==> config.mk <==
export PLATFORM = sky130hd
export DESIGN_NAME = uart_core
export DESIGN_NICKNAME = d
export VERILOG_FILES = /design/src/rtl/uart_pkg.sv /design/src/rtl/uart_tick_gen.sv /design/src/rtl/uart_core.sv
export SDC_FILE = /design/constraint.sdc
export NUM_CORES = 1
export LEC_CHECK = 0
export ABC_CLOCK_PERIOD_IN_PS = 4400
export CAP_MARGIN = 10
export CORE_MARGIN = 2
export CORE_UTILIZATION = 56
export CTS_BUF_LIST = sky130_fd_sc_hd__clkbuf_8
export DETAILED_ROUTE_END_ITERATION = 16
export PLACE_DENSITY = 0.87
export REMOVE_ABC_BUFFERS = 1
export SLEW_MARGIN = 15
export SYNTH_ARGS = -nofsm -noshare
export SYNTH_HDL_FRONTEND = slang
export SYNTH_SLANG_ARGS = --single-unit
==> constraint.sdc <==
create_clock -name clk -period 4.4 [get_ports clk]
set_clock_uncertainty 0.05 [all_clocks]
set_input_delay 0.44 -clock clk [delete_from_list [all_inputs] [get_ports clk]]
set_output_delay 0.44 -clock clk [all_outputs]
set_load 0.05 [all_outputs]
==> src/rtl/uart_pkg.sv <==
// Shared types and helpers for the configurable UART core: parity encodings,
// TX/RX state enums and data-width helpers.
package uart_pkg;

   localparam logic [1:0] PAR_NONE = 2'd0;
   localparam logic [1:0] PAR_EVEN = 2'd1;
   localparam logic [1:0] PAR_ODD  = 2'd2;
   localparam logic [1:0] PAR_RSVD = 2'd3;

   typedef enum logic [2:0] {
      TX_IDLE, TX_START, TX_DATA, TX_PARITY, TX_STOP1, TX_STOP2
   } tx_state_e;

   typedef enum logic [2:0] {
      RX_IDLE, RX_START, RX_DATA, RX_PARITY, RX_STOP, RX_BREAK_WAIT
   } rx_state_e;

   function automatic logic [3:0] bit_count(input logic [1:0] data_bits);
      return 4'd5 + {2'b00, data_bits};
   endfunction

   function automatic logic [7:0] data_mask(input logic [1:0] data_bits);
      return 8'hFF >> (4'd8 - bit_count(data_bits));
   endfunction

   // The reserved encoding behaves as "no parity".
   function automatic logic parity_enabled(input logic [1:0] mode);
      return (mode == PAR_EVEN) || (mode == PAR_ODD);
   endfunction

endpackage

==> src/rtl/uart_tick_gen.sv <==
// Oversample tick generator: counts 0..max(divisor,1)-1 and pulses tick on
// the last count. restart zeroes the counter so a frame starts on a clean phase.
module uart_tick_gen #(
   parameter int DIV_WIDTH = 16
) (
   input  logic                 clk,
   input  logic                 nrst,
   input  logic                 restart,
   input  logic [DIV_WIDTH-1:0] divisor,
   output logic                 tick
);

   logic [DIV_WIDTH-1:0] cnt_q;
   logic [DIV_WIDTH-1:0] cnt_d;
   logic [DIV_WIDTH-1:0] last_cnt;

   always_comb begin
      last_cnt = (divisor == '0) ? '0 : divisor - DIV_WIDTH'(1);
      tick     = (cnt_q >= last_cnt);
      cnt_d    = cnt_q + DIV_WIDTH'(1);
      if (restart || tick) begin
         cnt_d = '0;
      end
   end

   always_ff @(posedge clk) begin
      if (!nrst) begin
         cnt_q <= '0;
      end else begin
         cnt_q <= cnt_d;
      end
   end

endmodule

==> src/rtl/uart_core.sv <==
// Runtime-configurable UART transmitter/receiver: programmable divisor,
// 5-8 data bits, optional parity, 1/2 stop bits, 3-sample majority receive.
module uart_core
   import uart_pkg::*;
#(
   parameter int DIV_WIDTH  = 16,
   parameter int OVERSAMPLE = 16
) (
   input  logic                 clk,
   input  logic                 nrst,
   input  logic [DIV_WIDTH-1:0] divisor,
   input  logic [1:0]           data_bits,
   input  logic [1:0]           parity_mode,
   input  logic                 two_stop,
   input  logic [7:0]           tx_data,
   input  logic                 tx_valid,
   output logic                 tx_ready,
   output logic                 tx,
   input  logic                 rx,
   output logic [7:0]           rx_data,
   output logic                 rx_valid,
   output logic                 rx_parity_err,
   output logic                 rx_frame_err,
   output logic                 rx_break
);

   localparam int OSW = $clog2(OVERSAMPLE);
   localparam logic [OSW-1:0] OS_LAST = OSW'(OVERSAMPLE - 1);
   localparam logic [OSW-1:0] OS_S0   = OSW'(OVERSAMPLE / 2 - 1);
   localparam logic [OSW-1:0] OS_S1   = OSW'(OVERSAMPLE / 2);
   localparam logic [OSW-1:0] OS_S2   = OSW'(OVERSAMPLE / 2 + 1);

   // ---------------- transmitter ----------------
   tx_state_e            tx_state_q, tx_state_d;
   logic [DIV_WIDTH-1:0] tx_div_q, tx_div_d;
   logic [3:0]           tx_nbits_q, tx_nbits_d;
   logic [3:0]           tx_bit_q, tx_bit_d;
   logic [7:0]           tx_shift_q, tx_shift_d;
   logic                 tx_par_q, tx_par_d;
   logic                 tx_par_en_q, tx_par_en_d;
   logic                 tx_two_stop_q, tx_two_stop_d;
   logic [OSW-1:0]       tx_os_q, tx_os_d;
   logic                 tx_q, tx_d;
   logic                 tx_tick, tx_fire, tx_bit_end;

   uart_tick_gen #(.DIV_WIDTH(DIV_WIDTH)) u_tx_tick (
      .clk     (clk),
      .nrst    (nrst),
      .restart (tx_fire),
      .divisor (tx_div_q),
      .tick    (tx_tick)
   );

   always_comb begin
      tx_state_d    = tx_state_q;
      tx_div_d      = tx_div_q;
      tx_nbits_d    = tx_nbits_q;
      tx_bit_d      = tx_bit_q;
      tx_shift_d    = tx_shift_q;
      tx_par_d      = tx_par_q;
      tx_par_en_d   = tx_par_en_q;
      tx_two_stop_d = tx_two_stop_q;
      tx_os_d       = tx_os_q;
      tx_fire       = tx_valid && (tx_state_q == TX_IDLE);
      tx_bit_end    = tx_tick && (tx_os_q == OS_LAST);
      if (tx_tick) begin
         tx_os_d = (tx_os_q == OS_LAST) ? '0 : tx_os_q + OSW'(1);
      end
      unique case (tx_state_q)
         TX_IDLE: begin
            if (tx_fire) begin
               tx_state_d    = TX_START;
               tx_div_d      = divisor;
               tx_nbits_d    = bit_count(data_bits);
               tx_bit_d      = 4'd0;
               tx_shift_d    = tx_data;
               tx_par_d      = (^(tx_data & data_mask(data_bits))) ^ (parity_mode == PAR_ODD);
               tx_par_en_d   = parity_enabled(parity_mode);
               tx_two_stop_d = two_stop;
               tx_os_d       = '0;
            end
         end
         TX_START: if (tx_bit_end) tx_state_d = TX_DATA;
         TX_DATA: begin
            if (tx_bit_end) begin
               tx_shift_d = tx_shift_q >> 1;
               tx_bit_d   = tx_bit_q + 4'd1;
               if (tx_bit_q == tx_nbits_q - 4'd1) begin
                  tx_state_d = tx_par_en_q ? TX_PARITY : TX_STOP1;
               end
            end
         end
         TX_PARITY: if (tx_bit_end) tx_state_d = TX_STOP1;
         TX_STOP1:  if (tx_bit_end) tx_state_d = tx_two_stop_q ? TX_STOP2 : TX_IDLE;
         TX_STOP2:  if (tx_bit_end) tx_state_d = TX_IDLE;
         default:   tx_state_d = TX_IDLE;
      endcase
      // Line level is registered from the next state so it changes with the state.
      unique case (tx_state_d)
         TX_START:  tx_d = 1'b0;
         TX_DATA:   tx_d = tx_shift_d[0];
         TX_PARITY: tx_d = tx_par_q;
         default:   tx_d = 1'b1;
      endcase
   end

   always_ff @(posedge clk) begin
      if (!nrst) begin
         tx_state_q    <= TX_IDLE;
         tx_div_q      <= '0;
         tx_nbits_q    <= 4'd8;
         tx_bit_q      <= 4'd0;
         tx_shift_q    <= 8'd0;
         tx_par_q      <= 1'b0;
         tx_par_en_q   <= 1'b0;
         tx_two_stop_q <= 1'b0;
         tx_os_q       <= '0;
         tx_q          <= 1'b1;
      end else begin
         tx_state_q    <= tx_state_d;
         tx_div_q      <= tx_div_d;
         tx_nbits_q    <= tx_nbits_d;
         tx_bit_q      <= tx_bit_d;
         tx_shift_q    <= tx_shift_d;
         tx_par_q      <= tx_par_d;
         tx_par_en_q   <= tx_par_en_d;
         tx_two_stop_q <= tx_two_stop_d;
         tx_os_q       <= tx_os_d;
         tx_q          <= tx_d;
      end
   end

   assign tx       = tx_q;
   assign tx_ready = (tx_state_q == TX_IDLE);

   // ---------------- receiver ----------------
   rx_state_e            rx_state_q, rx_state_d;
   logic                 rx_meta_q, rx_meta_d, rx_sync_q, rx_sync_d, rx_prev_q, rx_prev_d;
   logic [DIV_WIDTH-1:0] rx_div_q, rx_div_d;
   logic [3:0]           rx_nbits_q, rx_nbits_d;
   logic [3:0]           rx_bit_q, rx_bit_d;
   logic                 rx_par_en_q, rx_par_en_d, rx_odd_q, rx_odd_d;
   logic [OSW-1:0]       rx_os_q, rx_os_d;
   logic [1:0]           rx_votes_q, rx_votes_d;
   logic [7:0]           rx_shift_q, rx_shift_d;
   logic                 rx_par_bit_q, rx_par_bit_d, rx_any_one_q, rx_any_one_d;
   logic [7:0]           rx_data_q, rx_data_d, rx_word;
   logic                 rx_valid_q, rx_valid_d;
   logic                 rx_perr_q, rx_perr_d, rx_ferr_q, rx_ferr_d, rx_brk_q, rx_brk_d;
   logic                 rx_tick, rx_restart, rx_vote_now, rx_vote, rx_bit_end;

   uart_tick_gen #(.DIV_WIDTH(DIV_WIDTH)) u_rx_tick (
      .clk     (clk),
      .nrst    (nrst),
      .restart (rx_restart),
      .divisor (rx_div_q),
      .tick    (rx_tick)
   );

   always_comb begin
      rx_meta_d    = rx;
      rx_sync_d    = rx_meta_q;
      rx_prev_d    = rx_sync_q;
      rx_state_d   = rx_state_q;
      rx_div_d     = rx_div_q;
      rx_nbits_d   = rx_nbits_q;
      rx_bit_d     = rx_bit_q;
      rx_par_en_d  = rx_par_en_q;
      rx_odd_d     = rx_odd_q;
      rx_os_d      = rx_os_q;
      rx_votes_d   = rx_votes_q;
      rx_shift_d   = rx_shift_q;
      rx_par_bit_d = rx_par_bit_q;
      rx_any_one_d = rx_any_one_q;
      rx_data_d    = rx_data_q;
      rx_valid_d   = 1'b0;
      rx_perr_d    = 1'b0;
      rx_ferr_d    = 1'b0;
      rx_brk_d     = 1'b0;
      rx_restart   = 1'b0;
      rx_word      = rx_shift_q >> (4'd8 - rx_nbits_q);
      rx_bit_end   = rx_tick && (rx_os_q == OS_LAST);
      rx_vote_now  = rx_tick && (rx_os_q == OS_S2);
      rx_vote      = (rx_votes_q[0] & rx_votes_q[1]) | (rx_votes_q[0] & rx_sync_q) |
                     (rx_votes_q[1] & rx_sync_q);
      if (rx_tick) begin
         rx_os_d = (rx_os_q == OS_LAST) ? '0 : rx_os_q + OSW'(1);
         if (rx_os_q == OS_S0) rx_votes_d[0] = rx_sync_q;
         if (rx_os_q == OS_S1) rx_votes_d[1] = rx_sync_q;
      end
      unique case (rx_state_q)
         RX_IDLE: begin
            if (rx_prev_q && !rx_sync_q) begin
               rx_state_d   = RX_START;
               rx_restart   = 1'b1;
               rx_div_d     = divisor;
               rx_nbits_d   = bit_count(data_bits);
               rx_par_en_d  = parity_enabled(parity_mode);
               rx_odd_d     = (parity_mode == PAR_ODD);
               rx_os_d      = '0;
               rx_bit_d     = 4'd0;
               rx_shift_d   = 8'd0;
               rx_any_one_d = 1'b0;
            end
         end
         RX_START: begin
            if (rx_bit_end) rx_state_d = RX_DATA;
            if (rx_vote_now && rx_vote) rx_state_d = RX_IDLE;
         end
         RX_DATA: begin
            if (rx_vote_now) begin
               rx_shift_d   = {rx_vote, rx_shift_q[7:1]};
               rx_any_one_d = rx_any_one_q | rx_vote;
            end
            if (rx_bit_end) begin
               rx_bit_d = rx_bit_q + 4'd1;
               if (rx_bit_q == rx_nbits_q - 4'd1) begin
                  rx_state_d = rx_par_en_q ? RX_PARITY : RX_STOP;
               end
            end
         end
         RX_PARITY: begin
            if (rx_vote_now) begin
               rx_par_bit_d = rx_vote;
               rx_any_one_d = rx_any_one_q | rx_vote;
            end
            if (rx_bit_end) rx_state_d = RX_STOP;
         end
         RX_STOP: begin
            // Finishing at mid-stop lets the next start edge be caught early.
            if (rx_vote_now) begin
               rx_valid_d = 1'b1;
               rx_data_d  = rx_word;
               rx_perr_d  = rx_par_en_q && (rx_par_bit_q != ((^rx_word) ^ rx_odd_q));
               rx_ferr_d  = !rx_vote;
               rx_brk_d   = !rx_vote && !rx_any_one_q;
               rx_state_d = (!rx_vote && !rx_any_one_q) ? RX_BREAK_WAIT : RX_IDLE;
            end
         end
         RX_BREAK_WAIT: if (rx_sync_q) rx_state_d = RX_IDLE;
         default:       rx_state_d = RX_IDLE;
      endcase
   end

   always_ff @(posedge clk) begin
      if (!nrst) begin
         rx_meta_q    <= 1'b1;
         rx_sync_q    <= 1'b1;
         rx_prev_q    <= 1'b1;
         rx_state_q   <= RX_IDLE;
         rx_div_q     <= '0;
         rx_nbits_q   <= 4'd8;
         rx_bit_q     <= 4'd0;
         rx_par_en_q  <= 1'b0;
         rx_odd_q     <= 1'b0;
         rx_os_q      <= '0;
         rx_votes_q   <= 2'b00;
         rx_shift_q   <= 8'd0;
         rx_par_bit_q <= 1'b0;
         rx_any_one_q <= 1'b0;
         rx_data_q    <= 8'd0;
         rx_valid_q   <= 1'b0;
         rx_perr_q    <= 1'b0;
         rx_ferr_q    <= 1'b0;
         rx_brk_q     <= 1'b0;
      end else begin
         rx_meta_q    <= rx_meta_d;
         rx_sync_q    <= rx_sync_d;
         rx_prev_q    <= rx_prev_d;
         rx_state_q   <= rx_state_d;
         rx_div_q     <= rx_div_d;
         rx_nbits_q   <= rx_nbits_d;
         rx_bit_q     <= rx_bit_d;
         rx_par_en_q  <= rx_par_en_d;
         rx_odd_q     <= rx_odd_d;
         rx_os_q      <= rx_os_d;
         rx_votes_q   <= rx_votes_d;
         rx_shift_q   <= rx_shift_d;
         rx_par_bit_q <= rx_par_bit_d;
         rx_any_one_q <= rx_any_one_d;
         rx_data_q    <= rx_data_d;
         rx_valid_q   <= rx_valid_d;
         rx_perr_q    <= rx_perr_d;
         rx_ferr_q    <= rx_ferr_d;
         rx_brk_q     <= rx_brk_d;
      end
   end

   assign rx_data       = rx_data_q;
   assign rx_valid      = rx_valid_q;
   assign rx_parity_err = rx_perr_q;
   assign rx_frame_err  = rx_ferr_q;
   assign rx_break      = rx_brk_q;

endmodule

**After elaboration in Yosys (flattened, before gate mapping)**

Cells that the tools add are included.

- Register bits: 135
- Input port bits: 33
- Output and inout port bits: 14
- Logic and storage cells: 183

- Add/sub/neg operators: 13
- Magnitude comparators: 2
- Equal/unequal tests: 34
- Shift operators: 2
- Multiplexer cells: 50
- Bitwise operators: 10
- Reduce and logical (&&, ||, !) cells: 39

Operators with widths:

| operator | count |
|---|---|
| 3-bit 2-to-1 mux | 19 |
| 4-bit 2-to-1 mux | 12 |
| 3-bit case mux with 6 select lines | 2 |
| 16-bit by 1-bit adder with 16-bit output (second input constant) | 2 |
| 16-bit greater-or-equal comparator | 2 |
| 16-bit logical NOT | 2 |
| 16-bit 2-to-1 mux | 2 |
| 8-bit 2-to-1 mux | 4 |
| 8-bit case mux with 2 select lines | 2 |
| 16-bit by 1-bit subtractor with 16-bit output (second input constant) | 2 |
| 3-bit by 2-bit equality test with 1-bit output (second input constant) | 6 |
| 4-bit by 1-bit adder with 4-bit output (second input constant) | 4 |
| 4-bit equality test (second input constant) | 4 |
| 2-bit != test (second input constant) | 8 |
| 4-bit case mux with 2 select lines | 2 |
| 8-bit parity | 2 |
| 3-bit AND reduction | 5 |
| 2-bit AND reduction | 7 |
| 3-bit equality test (second input constant) | 4 |
| 3-bit by 1-bit equality test with 1-bit output (second input constant) | 3 |
| 8-bit AND | 1 |
| 4-bit equality test | 2 |
| 1-bit logical AND | 8 |
| 8-bit by 4-bit >> shifter with 8-bit output | 1 |
| other kinds (23) | 44 |

**Logic depth before layout (Yosys ltp)**

- Depth after elaboration: 8
- Depth in mapped cells: 17

**Modules after synthesis**

From an unflattened synthesis, not the netlist that was laid out.

- Cell total of the unflattened synthesis: 958
- Area total of the unflattened synthesis: 7806.2 sq um

By module, submodules not included:

| module | instances | cells an instance | area an instance (sq um) | sequential area each (sq um) |
|---|---|---|---|---|
| uart_core | 1 | 605 | 5018.6 | 2062.0 |
| uart_tick_gen at u_rx_tick | 1 | 175 | 1408.9 | 320.3 |
| uart_tick_gen at u_tx_tick | 1 | 178 | 1378.8 | 320.3 |

**Least setup slack after synthesis**

OpenSTA, ideal clock, no wires.

- Path type: reg2reg
- Start point: reg tx_div_q[4]
- End point: reg tx_q, in the netlist tx
- Library setup time: 0.114 ns
- Data arrival time: 4.303 ns
- Required time: 4.236 ns
- Path slack: -0.067 ns
- Stages on the path, launching flop included: 17
- Clock period less this slack: 4.467 ns
- Cells stage by stage: dfxtp_1 > or4_4 > or3_4 > or4_4 > nor3_2 > nand4b_2 > buf_6 > nand2_1 > ha_1 > a21oi_1 > o21ai_0 > a2111o_1 > a21oi_2 > nor3_1 > a221o_1 > or3_1 > a21o_1

- Longest elaborated chain between the ends: 8

Ends and longest elaborated chain:

| item | line | text |
|---|---|---|
| from (decl) | uart_core.sv:35 | `logic [DIV_WIDTH-1:0] tx_div_q, tx_div_d;` |
| from (signal assigned) | uart_core.sv:121 | `tx_div_q <= tx_div_d;` |
| 16-bit by 1-bit subtractor with 16-bit output or 16-bit logical NOT (tied branches) | uart_tick_gen.sv:18 | `last_cnt = (divisor == '0) ? '0 : divisor - DIV_WIDTH'(1);` |
| 16-bit 2-to-1 mux * | uart_tick_gen.sv:18 |  |
| 16-bit greater-or-equal comparator * | uart_tick_gen.sv:19 | `tick = (cnt_q >= last_cnt);` |
| 1-bit logical AND * | uart_core.sv:65 | `tx_bit_end = tx_tick && (tx_os_q == OS_LAST);` |
| 3-bit 2-to-1 mux, on equally long branches | - |  |
| 3-bit case mux with 6 select lines | uart_core.sv:69 | `unique case (tx_state_q)` |
| 3-bit by 2-bit equality test with 1-bit output or 3-bit by 1-bit equality test with 1-bit output (tied branches) | uart_core.sv:99 | `unique case (tx_state_d)` |
| 1-bit case mux with 3 select lines * | uart_core.sv:99 |  |
| to (signal assigned) | uart_core.sv:129 | `tx_q <= tx_d;` |
| to (decl) | uart_core.sv:43 | `logic tx_q, tx_d;` |

Mark *: on every way between the ends. The rest lies on a longest branch, timed or not. The select of a mux whose other input is x is not followed.
A chain may end at the register's enable or synchronous reset.

**Final worst setup path**

Ends and elaborated chain as after synthesis.

==> metrics.yaml <==
synth:
  yosys-top-cells-count: "176 x nand2_1, 135 x dfxtp_1, 88 x nor2_1"
  syn_avg_cell_area_um2: 8.081
  synth_top_area_cell: "dfxtp_1"
  async_reset_ff_share_pct: 0
  synth_seq_cells: 135
  synth_ff_type: "dfxtp_1"
  syn_area_um2: 7523
  synth_edf_count: 0
  synth.most_common_cell: "nand2_1"
  yosys.area.top_type_share_pct: 35.92
  synth_cells: 931
  yosysUniqueCellTypes: 62
  ys_top_cells_by_area: "dfxtp_1 36%, nand2_1 8.8%, ha_1 8.5%"
  ys_warn_count: 0
  seq_area_frac_synth_pct: 35.92
critical_path:
  cp-start-kind: "register"
  cp_cell_sequence: "or4_4, or3_4, or4_4, nor3_4, nand4b_4, nand2_2, ha_4, a211oi_1, nor2_1, a2111o_1, a21oi_2, nor3_2, a221o_1, or3_1, a21o_1"
  worstSetupEndpoint: "tx"
  cp.arrival_ns: 4.89
  crit_path_top_delay_cell: "or4_4"
  cp-startpoint: "tx_div_q[4]"
  regToRegEndpoint: "tx"
  r2r_cells: 15
  cpPeakStageDelay_ns: 0.55
  reg2reg_slack_ns: -0.17
  endpoint_kind: "register"
  critPathMaxFanout: 6
  cp_num_buf_inv: 0
  cp_data_required_time_ns: 4.72
  critPathMostFrequentCell: "or4_4"
  path_depth: 15
  crit_type: "register to register"
  critPathTopFamily: "simple AND/OR/NAND/NOR gates"
  worstReg2RegStart: "tx_div_q[4]"
die:
  num_rows: 42
  fp.dieH_um: 119.9
  dieArea_um2: 14380
  num_io_pins: 47
  initial_core_util_pct: 57.04
  die_w_um: 119.9
  core_area_um2: 13190
clock_tree:
  clk_latency_ns: 0.47
  clkSlewWorstSetupHoldPaths_ns: 0.09
  cts_root_buf: "clkbuf_8"
  cts_tree: "yes"
  cts.sinks: 135
  htreeDepth: 4
  clockBufferDepth: 2
  cts_made_buffers: 17
  cts_hold_buf: 0
sta:
  hold_ws_ns: 0.3627
  relSlewSlack_pct: 33.51
  maxClockFrequency_ghz: 0.2188
  rsz0062_at_grt: "true"
  fin_ws_ns: -0.1713
  timing.setup.tns_ns: -0.1953
  layout_min_cycle_time_ns: 4.571
  setup_viol: 2
  hold_violations: 0
  worst_slew_pin_slew_ns: 0.9973
  slew_viol_final: 0
  finalCritPeriodShare_pct: 103.9
place:
  pre_cts_ws_ns: -0.2269
  dp.cells: 1137
  gp_congestion: 0.8702
  dpl.hpwl_um: 12020
  io_buffers: 46
final_layout:
  fill_cells: 952
  ff_latch_area_um2: 2704
  synthToLayoutAreaGrowth_pct: 20.84
  final_util_pct: 68.92
  drive_above_1_share_pct: 12.67
  nets: 1081
  multi_input_area_um2: 4842
  stdcell_count: 1186
  num_antenna_cells: 0
power_and_ir_drop:
  internal_power_mw: 2.390
  swShare_pct: 33.55
  p_sw_mw: 1.207
  peakVddDrop_mv: 0.2717
  p_comb_share_pct: 28.8
  p_per_area_nw_per_um2: 395.6
  seq_power_share_pct: 37.7
  p_leak_nw: 3.663
  clock_power_share_pct: 33.4
global_routing:
  grt_max_degree: 68
  grt_pass1_vias: 6330
  grt_first_pass_wirelength_um: 29110
  grt.total_usage_pct: 24.92
  antenna_found_initial: 0
  grt_overflow: 0
outcome:
  outcome: "finished, violations left"
  failed_checks: "setup timing"
route:
  vias: 7046
  firstDrtPassIters: 8
  drc_errors: 0
  wl_per_cell_um: 16.34
  wl_um: 19380
  post_drt_via_cell_ratio: 5.941
  route.antenna.remaining_nets: 0
  drt_iter0_markers: 795
hold_path:
  hold_class: "register to register"
flow_run:
  cap_violations: 0
what timing repair did:
item / 4_1_cts / 5_1_grt
setup buffers: 1 / 14
gates cloned: 1 / 1
endpoints found under the setup margin: 10 / 58
gates resized for setup: 7 / 48
pin swaps: 2 / 16
final cells by class:
cell class / instances / area share [%]
clock buffer: 17 / 2.574
clock inverter: 15 / 2.477
inverter: 31 / 1.280
multi-input combinational: 729 / 53.26
sequential: 135 / 29.74
tap: 176 / 2.422
timing repair buffer: 83 / 8.244
power groups by stage:
| stage | Combinational [mW] | Sequential [mW] | Clock (mW) |
|---|---|---|---|
| floorplan | 0.648 | 1.36 | 0 |
| global placement | 0.845 | 1.37 | 0 |
| detailed placement | 0.872 | 1.38 | 0 |
| CTS | 0.901 | 1.35 | 1.21 |
| global route | 1.14 | 1.36 | 1.27 |
| finish | 1.04 | 1.36 | 1.20 |
routing by layer:
metal,up-vias,global-route usage [%],part of all wire [%]
met5,-,0,0
met2,315,39.10,47
met1,3298,31.95,42
li1,3345,-,-
met4,0,12.79,4.0
met3,88,5.894,6.8
metrics by stage:
step | instance area, µm² | total power [mW]
floorplan | 7372 | 2.010
global placement | 8210 | 2.218
detailed placement | 8210 | 2.249
CTS | 8727 | 3.458
global route | 9091 | 3.769
finish | 9091 | 3.596
registers in the layout (all words and copies together) (netlist names), 2 cells and up:
signal / cells
rx_os_q: 4
rx_votes_q: 2
rx_bit_q: 4
tx_shift_q: 8
u_tx_tick.cnt_q: 16
tx_state_q: 3
rx_shift_q: 8
u_rx_tick.cnt_q: 16
tx_nbits_q: 4
rx_data: 8
tx_bit_q: 4
rx_state_q: 3
rx_div_q: 16
tx_os_q: 4
rx_nbits_q: 4
tx_div_q: 16
worst min-delay path by stage:
stage / startpoint / to / slack [ns] / cells after the start
2_1_floorplan: rx_meta_q / rx_prev_d / 0.34 / 1
4_1_cts: rx_meta_q / rx_prev_d / 0.36 / 1
3_5_place_dp: rx_meta_q / rx_prev_d / 0.35 / 1
3_3_place_gp: rx_meta_q / rx_prev_d / 0.36 / 1
6_report: rx_meta_q / rx_prev_d / 0.36 / 1
5_1_grt: rx_meta_q / rx_prev_d / 0.38 / 1
cells in the final DEF, fill, tap and decap left out, drive strengths merged, types with 3 or more instances in the layout:
| master | Yosys | layout |
|---|---|---|
| a211oi | 8 | 8 |
| o211ai | 5 | 5 |
| and2 | 9 | 9 |
| nand2b | 7 | 7 |
| a211o | 3 | 3 |
| o21a | 5 | 5 |
| bufinv | 0 | 5 |
| clkinv | 0 | 4 |
| xnor2 | 38 | 38 |
| inv | 31 | 33 |
| nor2b | 8 | 8 |
| nor2 | 88 | 88 |
| a21oi | 80 | 80 |
| ha | 51 | 51 |
| buf | 7 | 36 |
| a21o | 10 | 10 |
| clkdlybuf4s50 | 0 | 46 |
| dfxtp | 135 | 135 |
| clkbuf | 30 | 17 |
| a22oi | 9 | 9 |
| or3 | 7 | 7 |
| xor2 | 42 | 42 |
| or4 | 9 | 9 |
| clkinvlp | 0 | 4 |
| a31oi | 7 | 7 |
| nand4b | 3 | 4 |
| nand4 | 13 | 13 |
| nand2 | 176 | 176 |
| nor4 | 11 | 11 |
| o31ai | 6 | 6 |
| o21ai | 20 | 20 |
| nor3 | 18 | 18 |
| mux2i | 25 | 25 |
| nand3 | 28 | 28 |
| and3 | 13 | 13 |
kinds of logic (layout without fill, tap and decap cells):
family                     after synthesis  in the layout  synth area share, %
adders and majority gates               52             52                8.615
xor gates and xnor gates                81             81                9.612
buffers and inverters                   68            146                3.559
DFF                                    135            135                35.92
muxes                                   29             29                4.224
AOI/OAI and AO/OA                      167            167                13.70
and+or+nand+nor                        399            400                24.36
No activity file was read; power rests on OpenSTA's default activity.
==> edit 1: new RTL, config.mk and constraints unchanged <==
Change the parameter `OVERSAMPLE` from 16 to 32.
--- a/src/rtl/uart_core.sv
+++ b/src/rtl/uart_core.sv
@@ -5,5 +5,5 @@
 #(
    parameter int DIV_WIDTH  = 16,
-   parameter int OVERSAMPLE = 16
+   parameter int OVERSAMPLE = 32
 ) (
    input  logic                 clk,
Formal check against the unedited RTL: no difference found for any inputs over 10 cycles, from zero or initial values and one cycle with nrst low; that may be too few to reach the edited logic, so the function may still have changed.
==> edit 1 against the original RTL <==
Combinational power is 32% lower; highest routed layer unchanged; synthesized cell count is 0.54% higher; final area is 5.4% lower; clock power is 12% lower; area after synthesis is 0.52% higher; power is 13% lower; sequential cell count is 2 higher; worst setup slack better by 0.41 ns; wire length is 17% lower.
==> edit 1: results (changes against the original RTL) <==
[outcome]
status = completed  ; was complete, but fails checks

[detailed_routing]
viasPerCell = 5.637  ; was 5.941
routedWlPerCell_um = 13.90  ; was 16.34 um
drt_first_pass_iters = 5  ; was 8
initialDrtViolationCount = 560  ; was 795

[place]
post_dp_cell_area_sq_um = 8163  ; was 8210 sq um
place.gp.congestion = 0.8738  ; was 0.8702
dp_hpwl_mm = 11.59  ; was 12.02 mm

[yosys]
synth_fa_ha_area_share_pct = 9.067  ; was 8.615%
synth-seq-area-share_pct = 36.27  ; was 35.92%
synth_compound_area_share_pct = 12.46  ; was 13.70%
synth_xor_area_share_pct = 10.09  ; was 9.613%
synth.distinct_cells = 60  ; was 62
yosys-top-cells-count = nand2_1, dfxtp_1, nor2_1  ; unchanged
synthMuxAreaShare_pct = 3.309  ; was 4.224%
synth_top_cells_by_area = dfxtp_1, ha_1, nand2_1, a21oi_1, xnor2_1  ; was dfxtp_1, nand2_1, ha_1, a21oi_1, xor2_1

[timing]
relSlewSlack_pct = 25.48  ; was 33.51%

[pwr]
p_leak_nw = 3.410  ; was 3.663 nW
swShare_pct = 30.76  ; was 33.55%
ir_worst_vdd_mv = 0.2399  ; was 0.2717 mV

[finish]
nNetsFinal = 1061  ; was 1081
drive_gt1_share_pct = 6.592  ; was 12.67%

[clocking]
cts_setup_buffers = 0  ; was 1
clk-insertion-delay-late_ns = 0.46
ctsResizeCount = 0  ; was 7

[global_routing]
first_global_vias = 6231  ; was 6330
grt_pass1_wl_mm = 27.73  ; was 29.11 mm
track_usage_pct = 23.51  ; was 24.92%
grt_max_degree = 66  ; was 68

[worst_setup_path]
startpoint = rx_div_q[4]$_SDFFE_PN0P_  ; was tx_div_q[4]$_SDFFE_PN0P_
arrival_ns = 4.50  ; was 4.89 ns

## edit 1: cell count changes in the layout (fill, tap and decap cells not counted), moves of 8 or more
cell and delta:
nor2_1 +16, nand2_1 +11, ha_1 +10, buf_4 -26
mux2i_1 -9, nand3b_1 +10, a21oi_2 -8, nand4_1 -8
nand2_2 -8, a21o_1 -8, a21oi_1 +15
## edit 1: routing by layer
layer | up-vias | GRT usage (%) | wire, um | share of wire (%)
met2 | 126 | 39.81 | 7744 | 48
met3 | 36 | 6.132 | 607 | 3.8
met5 | - | 0 | 0 | 0
li1 | 3284 | - | - | -
met4 | 0 | 9.779 | 385 | 2.4
met1 | 3104 | 28.30 | 7418 | 46
## edit 1: cell families (layout without fill, tap and decap cells)
logic type,count (synthesis),after routing
buffers and inverters,64,114
AOI/OAI and AO/OA,159,159
and+or+nand+nor,415,415
DFF,137,137
muxes,21,21
xor gates and xnor gates,85,85
adders and majority gates,55,55
## edit 1: through the flow
| step | total power, mW | worst slack, ns | instances | util, % |
|---|---|---|---|---|
| after global placement | 2.041 | 0.4280 | 1131 | 61.89 |
| after global routing | 3.281 | 0.003962 | 1162 | 65.18 |
| after detailed placement | 2.071 | 0.2530 | 1131 | 61.89 |
| after floorplan | 1.884 | 0.3768 | 901 | - |
| after CTS | 3.122 | 0.2015 | 1162 | 64.94 |
| final | 3.116 | 0.2437 | 1162 | 65.18 |
## edit 1: worst paths after layout
path                                                   end  cells past startpoint  slack [ns]
worst max register to register  rx_state_q[2]$_SDFFE_PN0P_                     15        0.24
worst min register to register        rx_prev_d$_SDFF_PN1_                      1        0.36
worst min-delay path                  rx_prev_d$_SDFF_PN1_                      1        0.36
worst max-delay path            rx_state_q[2]$_SDFFE_PN0P_                     15        0.24
## edit 1: critical path: stages, from the launching register on
cell and delay (ns):
dfxtp_1 0.34, nor4_1 0.38, nand2_1 0.18, nor4_2 0.30, nand2_1 0.13, or3_1 0.36, nor3_1 0.14, a21oi_1 0.07
ha_1 0.31, and4_1 0.21, a221o_1 0.34, a31oi_2 0.42, nor2_2 0.16, o22a_1 0.26, o21ai_2 0.23, mux2i_1 0.22
## edit 1: final cells by class
class                   instances  area [sq um]  area share (%)
clock buffers                  18         247.7           2.882
flip-flops and latches        137          2743           31.90
repair buffers                 54         520.5           6.054
well taps                     176         220.2           2.561
clock inverters                13         155.1           1.805
inverters                      29         108.9           1.266
multi-input cells             735          4602           53.53
## edit 1: power by group through the flow
| stage | registers, mW | clock network [mW] | logic (mW) |
|---|---|---|---|
| after floorplan | 1.36 | 0 | 0.519 |
| after global placement | 1.38 | 0 | 0.664 |
| after detailed placement | 1.38 | 0 | 0.693 |
| after CTS | 1.35 | 1.07 | 0.699 |
| after global routing | 1.36 | 1.13 | 0.792 |
| final | 1.35 | 1.06 | 0.702 |
==> edit 2: new RTL, config.mk and constraints unchanged <==
Without the edit above. Re-encode `tx_state_e` (6 states) as one-hot, 6 bits wide.
--- a/src/rtl/uart_pkg.sv
+++ b/src/rtl/uart_pkg.sv
@@ -8,6 +8,6 @@
    localparam logic [1:0] PAR_RSVD = 2'd3;
 
-   typedef enum logic [2:0] {
-      TX_IDLE, TX_START, TX_DATA, TX_PARITY, TX_STOP1, TX_STOP2
+   typedef enum logic [5:0] {
+      TX_IDLE = 6'b000001, TX_START = 6'b000010, TX_DATA = 6'b000100, TX_PARITY = 6'b001000, TX_STOP1 = 6'b010000, TX_STOP2 = 6'b100000
    } tx_state_e;
 
Check against the original RTL: same outputs for any inputs over 10 cycles, from zero or initial values and one cycle with nrst low; not proved beyond that.
==> edit 2 against the original RTL <==
Sequential power about the same; maximum frequency is 12% higher; via count decreased by 7.2%; area after synthesis grew 2.1%; global-route usage is 1.7 points lower; final area fell by 5.0%; worst setup slack better by 0.50 ns; die area rose by 2.1%; wire length is 16% lower; critical endpoint is now rx_data[6]$_SDFFE_PN0P_; largest cell class unchanged; power is 12% lower; sequential cell count is 3 higher.
==> edit 2: results (changes against the original RTL) <==
[yosys]
async_flop_share_pct = 0  ; unchanged
synth_ff_type = dfxtp_1  ; unchanged
synth-seq-area-share_pct = 35.96  ; was 35.92%
yosys-top-cells-count = nand2_1, dfxtp_1, nor2_1  ; unchanged
syn_inst = 946  ; was 931
synth_top_cells_by_area = dfxtp_1, ha_1, nand2_1, a21oi_1, nor2_1  ; was dfxtp_1, nand2_1, ha_1, a21oi_1, xor2_1
synth.distinct_cells = 65  ; was 62
ys.warnings.count = 0  ; unchanged

[finish]
nNetsFinal = 1056  ; was 1081
finalNonFillerCells = 1161  ; was 1186
nFillCells = 1118  ; was 952
n_antenna_cell = 0  ; unchanged
drive_gt1_share_pct = 6.193  ; was 12.67%

[clocking]
clk-insertion-delay-late_ns = 0.47  ; about the same
root_buffer = clkbuf_8  ; unchanged
cts_buffer_depth = 2  ; unchanged
ctsResizeCount = 0  ; was 7
numCtsBuffers = 17  ; unchanged
htreeDepth = 4  ; unchanged
clk_pin_slew_ns = 0.08
cts_setup_buffers = 0  ; was 1

[detailed_routing]
initialDrtViolationCount = 438  ; was 795
wirelength_mm = 16.20  ; was 19.38 mm
drt_first_pass_iters = 5  ; was 8
viasPerCell = 5.635  ; was 5.941

[place]
dp_hpwl_mm = 11.40  ; was 12.02 mm
place.gp.congestion = 0.8183  ; was 0.8702
pre_cts_ws_ns = 0.2867  ; was -0.2269 ns
post_dp_cell_area_sq_um = 8207  ; was 8210 sq um
port_buffers = 46  ; unchanged

[worst_setup_path]
cp_slowest_stage_delay_ns = 0.57  ; was 0.55 ns
path_max_fanout = 19  ; was 6
slowest_stage = or4_1  ; was or4_4
reg2regPathDepth = 15  ; unchanged
cpLargestDelayFamily = simple AND/OR/NAND/NOR gates  ; unchanged
arrival_ns = 4.42  ; was 4.89 ns

[hold_path]
hold_path.class = flop to flop  ; unchanged
hold-path-cell-count = 2  ; was 1

[pwr]
pg_comb_uw = 695  ; was 1.04 mW
seq_power_mw = 1.36  ; about the same
p_leak_nw = 3.360  ; was 3.663 nW
swShare_pct = 30.62  ; was 33.55%
pg_clk_mw = 1.10  ; was 1.20 mW
ir_worst_vdd_mv = 0.2483  ; was 0.2717 mV

[job]
drv_cap = 0  ; unchanged

[global_routing]
antenna_found_initial = 0  ; unchanged
track_usage_pct = 23.18  ; was 24.92%
grt_pass1_wl_mm = 27.77  ; was 29.11 mm
grt_max_degree = 46  ; was 68
first_global_vias = 6139  ; was 6330

[timing]
hold_viol = 0  ; unchanged
relSlewSlack_pct = 33.38  ; was 33.51%

[outcome]
status = completed  ; was complete, but fails checks

[edit 2: cell count changes after synthesis, moves of 5 or more]
cell       unedited run  this run
a21oi_1              79        88
mux2i_1              25        16
nand3_1              28        40
nor2_1               88       100
a21o_1               10         4
nand2_1             176       163
o2bb2ai_1             0         6
o31ai_1               6         1
or3_1                 6        13
[edit 2: final timing paths]
kind | start | slack [ns] | endpoint
setup reg to reg | rx_div_q[0]$_SDFFE_PN0P_ | 0.33 | rx_data[6]$_SDFFE_PN0P_
hold reg to reg | rx_data[5]$_SDFFE_PN0P_ | 0.41 | rx_data[5]$_SDFFE_PN0P_
setup / recovery | rx_div_q[0]$_SDFFE_PN0P_ | 0.33 | rx_data[6]$_SDFFE_PN0P_
hold / removal | rx_data[5]$_SDFFE_PN0P_ | 0.41 | rx_data[5]$_SDFFE_PN0P_
[edit 2: cell type report]
| cell class | instances | area (sq um) | area share (%) |
|---|---|---|---|
| Tap cell | 176 | 220.2 | 2.550 |
| Multi-Input combinational cell | 736 | 4629 | 53.60 |
| Inverter | 27 | 101.3 | 1.173 |
| Clock inverter | 15 | 183.9 | 2.130 |
| Clock buffer | 17 | 234.0 | 2.709 |
| Timing Repair Buffer | 52 | 505.5 | 5.853 |
| Sequential cell | 138 | 2763 | 31.99 |
[edit 2: logic make-up after synthesis]
logic type	after synthesis	synth area share [%]
DFF	138	35.96
buffers and inverters	72	3.957
xor gates and xnor gates	86	9.998
AOI/OAI and AO/OA	167	13.60
and+or+nand+nor	409	24.65
adders and majority gates	52	8.435
muxes	22	3.403
[edit 2: routing by layer]
layer / global-route usage (%) / vias up / share of wire, %
met4: 8.046 / 0 / 1.5
met5: 0 / - / 0
met2: 37.08 / 125 / 47
met3: 5.733 / 23 / 4.9
li1: - / 3312 / -
met1: 30.58 / 3082 / 47
